===== src/rtl/load_store_unit.sv =====
// RV32I data-memory access stage: issues word-aligned memory requests with byte
// enables and lane-replicated store data, and aligns/extends returned load data.
//
// state | meaning
// IDLE  | ready for a new load/store from execute
// REQ   | memory request outstanding, waiting for dmem_gnt
// WAIT  | load granted, waiting for dmem_rvalid
// RESP  | one-cycle response toward writeback
module load_store_unit (
    input  logic        clk,
    input  logic        rst_n,
    input  logic        req_valid,
    output logic        req_ready,
    input  logic        req_store,
    input  logic [2:0]  req_funct3,
    input  logic [31:0] req_addr,
    input  logic [31:0] req_wdata,
    input  logic [4:0]  req_rd,
    output logic        dmem_req,
    output logic        dmem_we,
    output logic [31:0] dmem_addr,
    output logic [31:0] dmem_wdata,
    output logic [3:0]  dmem_be,
    input  logic        dmem_gnt,
    input  logic        dmem_rvalid,
    input  logic [31:0] dmem_rdata,
    output logic        resp_valid,
    output logic [4:0]  resp_rd,
    output logic [31:0] resp_data,
    output logic [1:0]  resp_fault
);

    typedef enum logic [1:0] {IDLE, REQ, WAIT, RESP} state_t;

    state_t      state_q;
    logic        store_q;
    logic [2:0]  funct3_q;
    logic [1:0]  off_q;
    logic        dmem_req_q, dmem_we_q, resp_valid_q;
    logic [31:0] dmem_addr_q, dmem_wdata_q, resp_data_q;
    logic [3:0]  dmem_be_q;
    logic [4:0]  resp_rd_q;
    logic [1:0]  resp_fault_q;

    logic        illegal_d, misaligned_d;
    logic [3:0]  be_d;
    logic [31:0] wdata_d;

    function automatic logic [31:0] extract(input logic [31:0] rdata,
                                            input logic [2:0]  f3,
                                            input logic [1:0]  off);
        logic [31:0] sh;
        sh = rdata >> {off, 3'b000};
        case (f3)
            3'd0:    return {{24{sh[7]}}, sh[7:0]};
            3'd1:    return {{16{sh[15]}}, sh[15:0]};
            3'd2:    return sh;
            3'd4:    return {24'd0, sh[7:0]};
            3'd5:    return {16'd0, sh[15:0]};
            default: return 32'd0;
        endcase
    endfunction

    always_comb begin
        illegal_d    = req_store ? (req_funct3 >= 3'd3)
                                 : (req_funct3 == 3'd3 || req_funct3 == 3'd6 || req_funct3 == 3'd7);
        // Once illegal encodings are excluded, funct3[1:0] alone gives the access size.
        misaligned_d = (req_funct3[1:0] == 2'b01 && req_addr[0]) ||
                       (req_funct3[1:0] == 2'b10 && req_addr[1:0] != 2'b00);
        be_d    = 4'b1111;
        wdata_d = req_wdata;
        if (req_store) begin
            case (req_funct3[1:0])
                2'b00: begin
                    be_d    = 4'b0001 << req_addr[1:0];
                    wdata_d = {4{req_wdata[7:0]}};
                end
                2'b01: begin
                    be_d    = req_addr[1] ? 4'b1100 : 4'b0011;
                    wdata_d = {2{req_wdata[15:0]}};
                end
                default: begin
                    be_d    = 4'b1111;
                    wdata_d = req_wdata;
                end
            endcase
        end
    end

    always_ff @(posedge clk or negedge rst_n) begin
        if (!rst_n) begin
            state_q      <= IDLE;
            store_q      <= 1'b0;
            funct3_q     <= 3'd0;
            off_q        <= 2'd0;
            dmem_req_q   <= 1'b0;
            dmem_we_q    <= 1'b0;
            dmem_addr_q  <= 32'd0;
            dmem_wdata_q <= 32'd0;
            dmem_be_q    <= 4'd0;
            resp_valid_q <= 1'b0;
            resp_rd_q    <= 5'd0;
            resp_data_q  <= 32'd0;
            resp_fault_q <= 2'b00;
        end else begin
            case (state_q)
                IDLE: begin
                    if (req_valid) begin
                        store_q     <= req_store;
                        funct3_q    <= req_funct3;
                        off_q       <= req_addr[1:0];
                        resp_rd_q   <= req_rd;
                        resp_data_q <= 32'd0;
                        if (illegal_d || misaligned_d) begin
                            resp_fault_q <= illegal_d ? 2'b10 : 2'b01;
                            resp_valid_q <= 1'b1;
                            state_q      <= RESP;
                        end else begin
                            resp_fault_q <= 2'b00;
                            dmem_req_q   <= 1'b1;
                            dmem_we_q    <= req_store;
                            dmem_addr_q  <= {req_addr[31:2], 2'b00};
                            dmem_wdata_q <= req_store ? wdata_d : 32'd0;
                            dmem_be_q    <= be_d;
                            state_q      <= REQ;
                        end
                    end
                end
                REQ: begin
                    if (dmem_gnt) begin
                        dmem_req_q <= 1'b0;
                        if (store_q) begin
                            resp_valid_q <= 1'b1;
                            state_q      <= RESP;
                        end else begin
                            state_q <= WAIT;
                        end
                    end
                end
                WAIT: begin
                    if (dmem_rvalid) begin
                        resp_data_q  <= extract(dmem_rdata, funct3_q, off_q);
                        resp_valid_q <= 1'b1;
                        state_q      <= RESP;
                    end
                end
                default: begin
                    resp_valid_q <= 1'b0;
                    state_q      <= IDLE;
                end
            endcase
        end
    end

    assign req_ready  = (state_q == IDLE);
    assign dmem_req   = dmem_req_q;
    assign dmem_we    = dmem_we_q;
    assign dmem_addr  = dmem_addr_q;
    assign dmem_wdata = dmem_wdata_q;
    assign dmem_be    = dmem_be_q;
    assign resp_valid = resp_valid_q;
    assign resp_rd    = resp_rd_q;
    assign resp_data  = resp_data_q;
    assign resp_fault = resp_fault_q;

endmodule


===== config.mk =====
export PLATFORM = sky130hd
export DESIGN_NAME = load_store_unit
export DESIGN_NICKNAME = d
export VERILOG_FILES = /design/src/rtl/load_store_unit.sv
export SDC_FILE = /design/constraint.sdc
export NUM_CORES = 1
export LEC_CHECK = 0
export CORE_AREA = 5 5 114 116
export DETAILED_ROUTE_END_ITERATION = 8
export DIE_AREA = 0 0 119 121
export PLACE_DENSITY = 0.85
export RECOVER_POWER = 50
export SLEW_MARGIN = 10
export SYNTH_ARGS = -nofsm -noshare
export SYNTH_HDL_FRONTEND = slang
export SYNTH_SLANG_ARGS = --single-unit

===== constraint.sdc =====
create_clock -name clk -period 3.64 [get_ports clk]
set_input_delay 0.546 -clock clk [delete_from_list [all_inputs] [get_ports clk]]
set_output_delay 0.546 -clock clk [all_outputs]
set_load 0.01 [all_outputs]

; ---- Yosys cells after proc, flatten, opt, wreduce, memory -nomap -nowiden
; Index checks and enable logic that the tools add are counted.
[word_totals]
reg_bits = 116
inputBits = 110
word_cells = 80
[op_classes]
order_cmp = 1
n_eq_ne = 17
shifts = 2
mux = 28
n_bitwise = 1
n_reduce_logical = 18
[ops]
columns = op, n
row1 = 32-bit one-hot mux with 5 select lines, 1
row2 = 32-bit one-hot mux with 2 select lines, 2
row3 = 32-bit two-way mux, 3
row4 = 32-bit by 5-bit right shift with 32-bit output, 1
row5 = 3-bit equality test (second input constant), 4
row6 = 2-bit two-way mux, 6
row7 = 1-bit two-way mux, 10
row8 = 2-bit inequality test (second input constant), 5
row9 = 3-bit AND reduction, 3
row10 = 4-bit two-way mux, 2
row11 = 4-bit one-hot mux with 2 select lines, 1
row12 = 3-bit by 2-bit equality test with 1-bit output (second input constant), 2
row13 = 2-bit one-hot mux with 3 select lines, 1
row14 = 2-bit nonzero test, 3
row15 = 5-bit AND reduction, 1
row16 = 2-bit by 1-bit equality test with 1-bit output (second input constant), 2
row17 = 2-bit equality test (second input constant), 2
row18 = 2-bit logical NOT, 2
row19 = 1-bit logical OR, 4
row20 = 4-bit AND reduction, 1
row21 = 1-bit by 2-bit << shifter with 4-bit output (first input constant), 1
row22 = 3-bit by 1-bit equality test with 1-bit output (second input constant), 1
row23 = 3-bit by 2-bit greater-or-equal comparator with 1-bit output (second input constant), 1
row24 = 3-bit logical NOT, 1
row25 = 6 further kinds, 7

; ---- Logic depth before layout (Yosys ltp)
[logic_depth]
ltp_word = 8
depth_mapped = 10
ltp_nobuf = 6

; ---- Worst setup path after synthesis
; Ideal clock, no wire load.
[synth_path]
path_type = reg-to-reg
start = register state_q[0]
end = register dmem_addr_q[10] (netlist: dmem_addr[10])
setup_ns = 0.125
t_arrival_ns = 1.992
t_required_ns = 3.515
path_slack_ns = 1.523
path_stages_with_launch = 10
path_buffers = 3
period_less_slack_ns = 2.117
path_cell_list = dfrtp_1 -> inv_1 -> ha_1 -> buf_2 -> and2_1 -> buf_4 -> o21ai_2 -> nor2_2 -> buf_4 -> mux2_2
[synth_between]
elab_chain_cells = 2
[synth_lines]
columns = item, line_no
row1 = from (decl), 35  ; state_t state_q;
row2 = from (signal assigned), 92  ; state_q <= IDLE;
row3 = from (signal assigned), 117  ; state_q <= RESP;
row4 = from (signal assigned), 125  ; state_q <= REQ;
row5 = 2-bit logical NOT, --
row6 = net req_ready, 13  ; output logic req_ready,
row7 = 3-bit AND reduction (no line), --
row8 = to (signal assigned), 122  ; dmem_addr_q <= {req_addr[31:2], 2'b00};
row9 = to (decl), 40  ; logic [31:0] dmem_addr_q, dmem_wdata_q, resp_data_q;
; The timed path passes the listed nets, and every way through them passes these cells.
; A chain may end at the register's enable or synchronous reset.

; ---- Worst setup path after layout
[layout_path]
start = input port req_funct3[0]
end = register dmem_wdata_q[4] (netlist: dmem_wdata[4])
[layout_between]
elab_chain_cells = 7
word_cells_on_any_way = 15
[layout_lines]
columns = item, line_no
row1 = from (decl), 15  ; input logic [2:0] req_funct3,
row2 = branches (longest 4 deep; another with 3-bit by 2-bit greater-or-equal comparator with 1-bit output), --
row3 = 1-bit logical OR (*), 114  ; if (illegal_d || misaligned_d) begin
row4 = 1-bit inverter (no line) (*), --
row5 = 3-bit AND reduction (no line) (*), --
row6 = to (signal assigned), 123  ; dmem_wdata_q <= req_store ? wdata_d : 32'd0;
row7 = to (decl), 40
; Every way passes the cells marked *.

==> impl_metrics.json <==
{
  "wl_per_cell_um": 20.6,
  "synth-seq-cells": 116,
  "hp-class": "flip-flop to flip-flop",
  "p_per_area_mw_per_mm2": 873,
  "worstSkewPairLatency_ns": 0.41,
  "fin_tns_setup_ns": 0,
  "combPwrFrac_pct": 41.8,
  "yosysWarnings": 0,
  "fin_crit_sh_pct": 76.4,
  "grt_max_degree": 65,
  "critPathKind": "input port to flip-flop",
  "finalCriticalPeriod_ns": 2.78,
  "p_sw_share_pct": 31.6,
  "async_flop_share_pct": 100,
  "fmax_mhz": 359,
  "p_seq_share_pct": 32.0,
  "finalMaxSlewViolations": 65,
  "io_pins": 221,
  "layout_common_cells": "170 x clkdlybuf4s50_1, 116 x dfrtp_1, 47 x dlygate4sd3_1",
  "nets": 764,
  "leakage_nw": 3.69,
  "dr.pass1.iters": 5,
  "dp_hpwl_mm": 12.2,
  "end_kind": "flip-flop",
  "syn_area_mm2": 0.00543,
  "layout-drive-gt1-share_pct": 14.0,
  "cts_max_level": 4,
  "ys_seq_area_share_pct": 53.5,
  "insertedDiodeCount": 0,
  "vias": 4556,
  "netlist_instances": 436,
  "cts_resized": 0,
  "synth_flop_cell": "dfrtp_1",
  "core_mm2": 0.0118,
  "ir_worst_vdd_mv": 0.505,
  "antenna_left": 0,
  "hold_viol": 0,
  "clock_power_share_pct": 26.2,
  "critPathLaunchType": "input port",
  "gr-total-overflow": 0,
  "grt_pass1_wl_mm": 26.6,
  "maxCapViolCount": 1,
  "p_total_w": 0.00728,
  "outcome": "finished, violations left",
  "tritoncts": "yes",
  "clock_skew_ns": 0.00435,
  "violations": "max-capacitance violations, max-slew violations",
  "syn_to_final_growth_pct": 53.7,
  "post-cts-setup-buffers": 0,
  "die_h_um": 121,
  "avgViaCountPerCell": 5.63,
  "cp.arrival_ns": 3.12,
  "fp.dieW_um": 119,
  "grt_pass1_vias": 4910,
  "rows": 40,
  "power.switching_w": 0.00230,
  "grtUsageTotal_pct": 23.6,
  "hold_buffers": 0,
  "wirelength_mm": 16.7,
  "antenna_found_initial": 0,
  "rsz0062_at_grt": "false",
  "p_int_w": 0.00498,
  "path_max_fanout": 33,
  "worst_pin_slew_ns": 1.60,
  "cts.sink_count": 116,
  "path_clk_slew_ns": 0.05,
  "cts_buffer_depth": 2,
  "final_common_cell": "clkdlybuf4s50_1",
  "synth-edff-count": 0,
  "cts_inserted_buffers": 17,
  "initial_core_util_pct": 45.9,
  "syn_avg_cell_area_um2": 12.4,
  "cts-root-buf": "clkbuf_16",
  "setup_viol": 0,
  "slew_headroom_pct": -6.78,
  "gp_congestion": 0.901,
  "drc": 0,
  "critPathRequiredTime_ns": 3.98,
  "yosysUniqueCellTypes": 45,
  "first_iter_violations": 289,
  "io_buffers": 218,
  "die_area_mm2": 0.0144
}
metal layers:
layer  vias to the layer above  track usage, %  share of wire [%]
met1                      2233            27.4                 38
li1                       2052               -                  -
met3                        38            11.3                 10
met4                         0            10.2                2.9
met2                       233            37.4                 48
met5                         -               0                  0
final timing paths:
path	slack [ns]	cells after the start	to	startpoint
max	0.86	5	dmem_wdata[4]	req_funct3[0]
min in group asynchronous	0.52	1	resp_data[12]	rst_n
max in group asynchronous	1.11	2	dmem_wdata[23]	rst_n
min	0.49	1	dmem_wdata[21]	dmem_wdata[21]
min reg2reg	0.49	1	dmem_wdata[21]	dmem_wdata[21]
max reg2reg	1.03	6	dmem_wdata[4]	state_q[0]
area by class of cell:
cell class / count / area, µm²
Fill cell: 829 / 3470
Sequential cell: 116 / 2900
Multi-Input combinational cell: 278 / 2300
Timing Repair Buffer: 229 / 2260
Clock buffer: 21 / 440
Clock inverter: 11 / 230
Tap cell: 147 / 184
Inverter: 7 / 26.3
flip-flops by register name, summed over array words and instances (netlist names):
register / count
dmem_wdata: 32
resp_data: 32
dmem_addr: 30
resp_rd: 5
dmem_be: 4
funct3_q: 3
off_q: 2
resp_fault: 2
state_q: 2
dmem_req: 1
dmem_we: 1
resp_valid: 1
store_q: 1
synth_stat cells (all sizes together) (2+ instances only):
library cell	count	area share (%)
clkbuf	11	0.76
o2bb2ai	16	2.6
a22o	26	4.2
nand2	31	2.1
inv	7	0.48
nor2b	2	0.23
a21o	2	0.28
nand3	3	0.28
a21oi	4	0.44
o21bai	2	0.28
nor2	9	0.71
o211ai	2	0.28
o21ai	31	2.9
mux2	46	9.5
nor4b	2	0.44
nand2b	5	0.58
or2	2	0.23
a221o	25	4.6
mux2i	46	8.5
dfrtp	116	53
a2bb2oi	3	0.48
ha	5	1.2
buf	25	3.0
critical path, stage by stage:
cell and delay, ns:
dlygate4sd3_1 0.75, a21oi_1 0.12, o21ai_0 0.43, or2_1 0.97
a22o_1 0.30
through the flow:
stage	util [%]	std cells	hold WS (ns)	setup WS (ns)	instance area, µm²
final	70.6	809	0.495	0.858	8340
after global routing	70.6	809	0.515	0.555	8340
after CTS	70.7	809	0.251	1.14	8350
after detailed placement	65.0	777	0.477	0.710	7680
after global placement	65.0	777	0.472	0.803	7680
after floorplan	-	437	0.250	1.52	5430
power groups by stage:
stage / clock, W / sequential (W) / combinational [W]
floorplan: 0 / 0.00252 / 0.00124
global placement: 0 / 0.00231 / 0.00308
detailed placement: 0 / 0.00233 / 0.00315
CTS: 0.00194 / 0.00234 / 0.00317
global route: 0.00200 / 0.00241 / 0.00326
finish: 0.00191 / 0.00233 / 0.00304
cell families after synthesis:
family                     share of synthesized area [%]
AOI/OAI and AO/OA                                   16.9
adders and majority gates                           1.15
buffers and inverters                               4.27
DFF                                                 53.5
muxes                                               18.4
other                                             0.0691
and+or+nand+nor                                     5.65
Note: power is estimated with default switching activity, not from simulation.
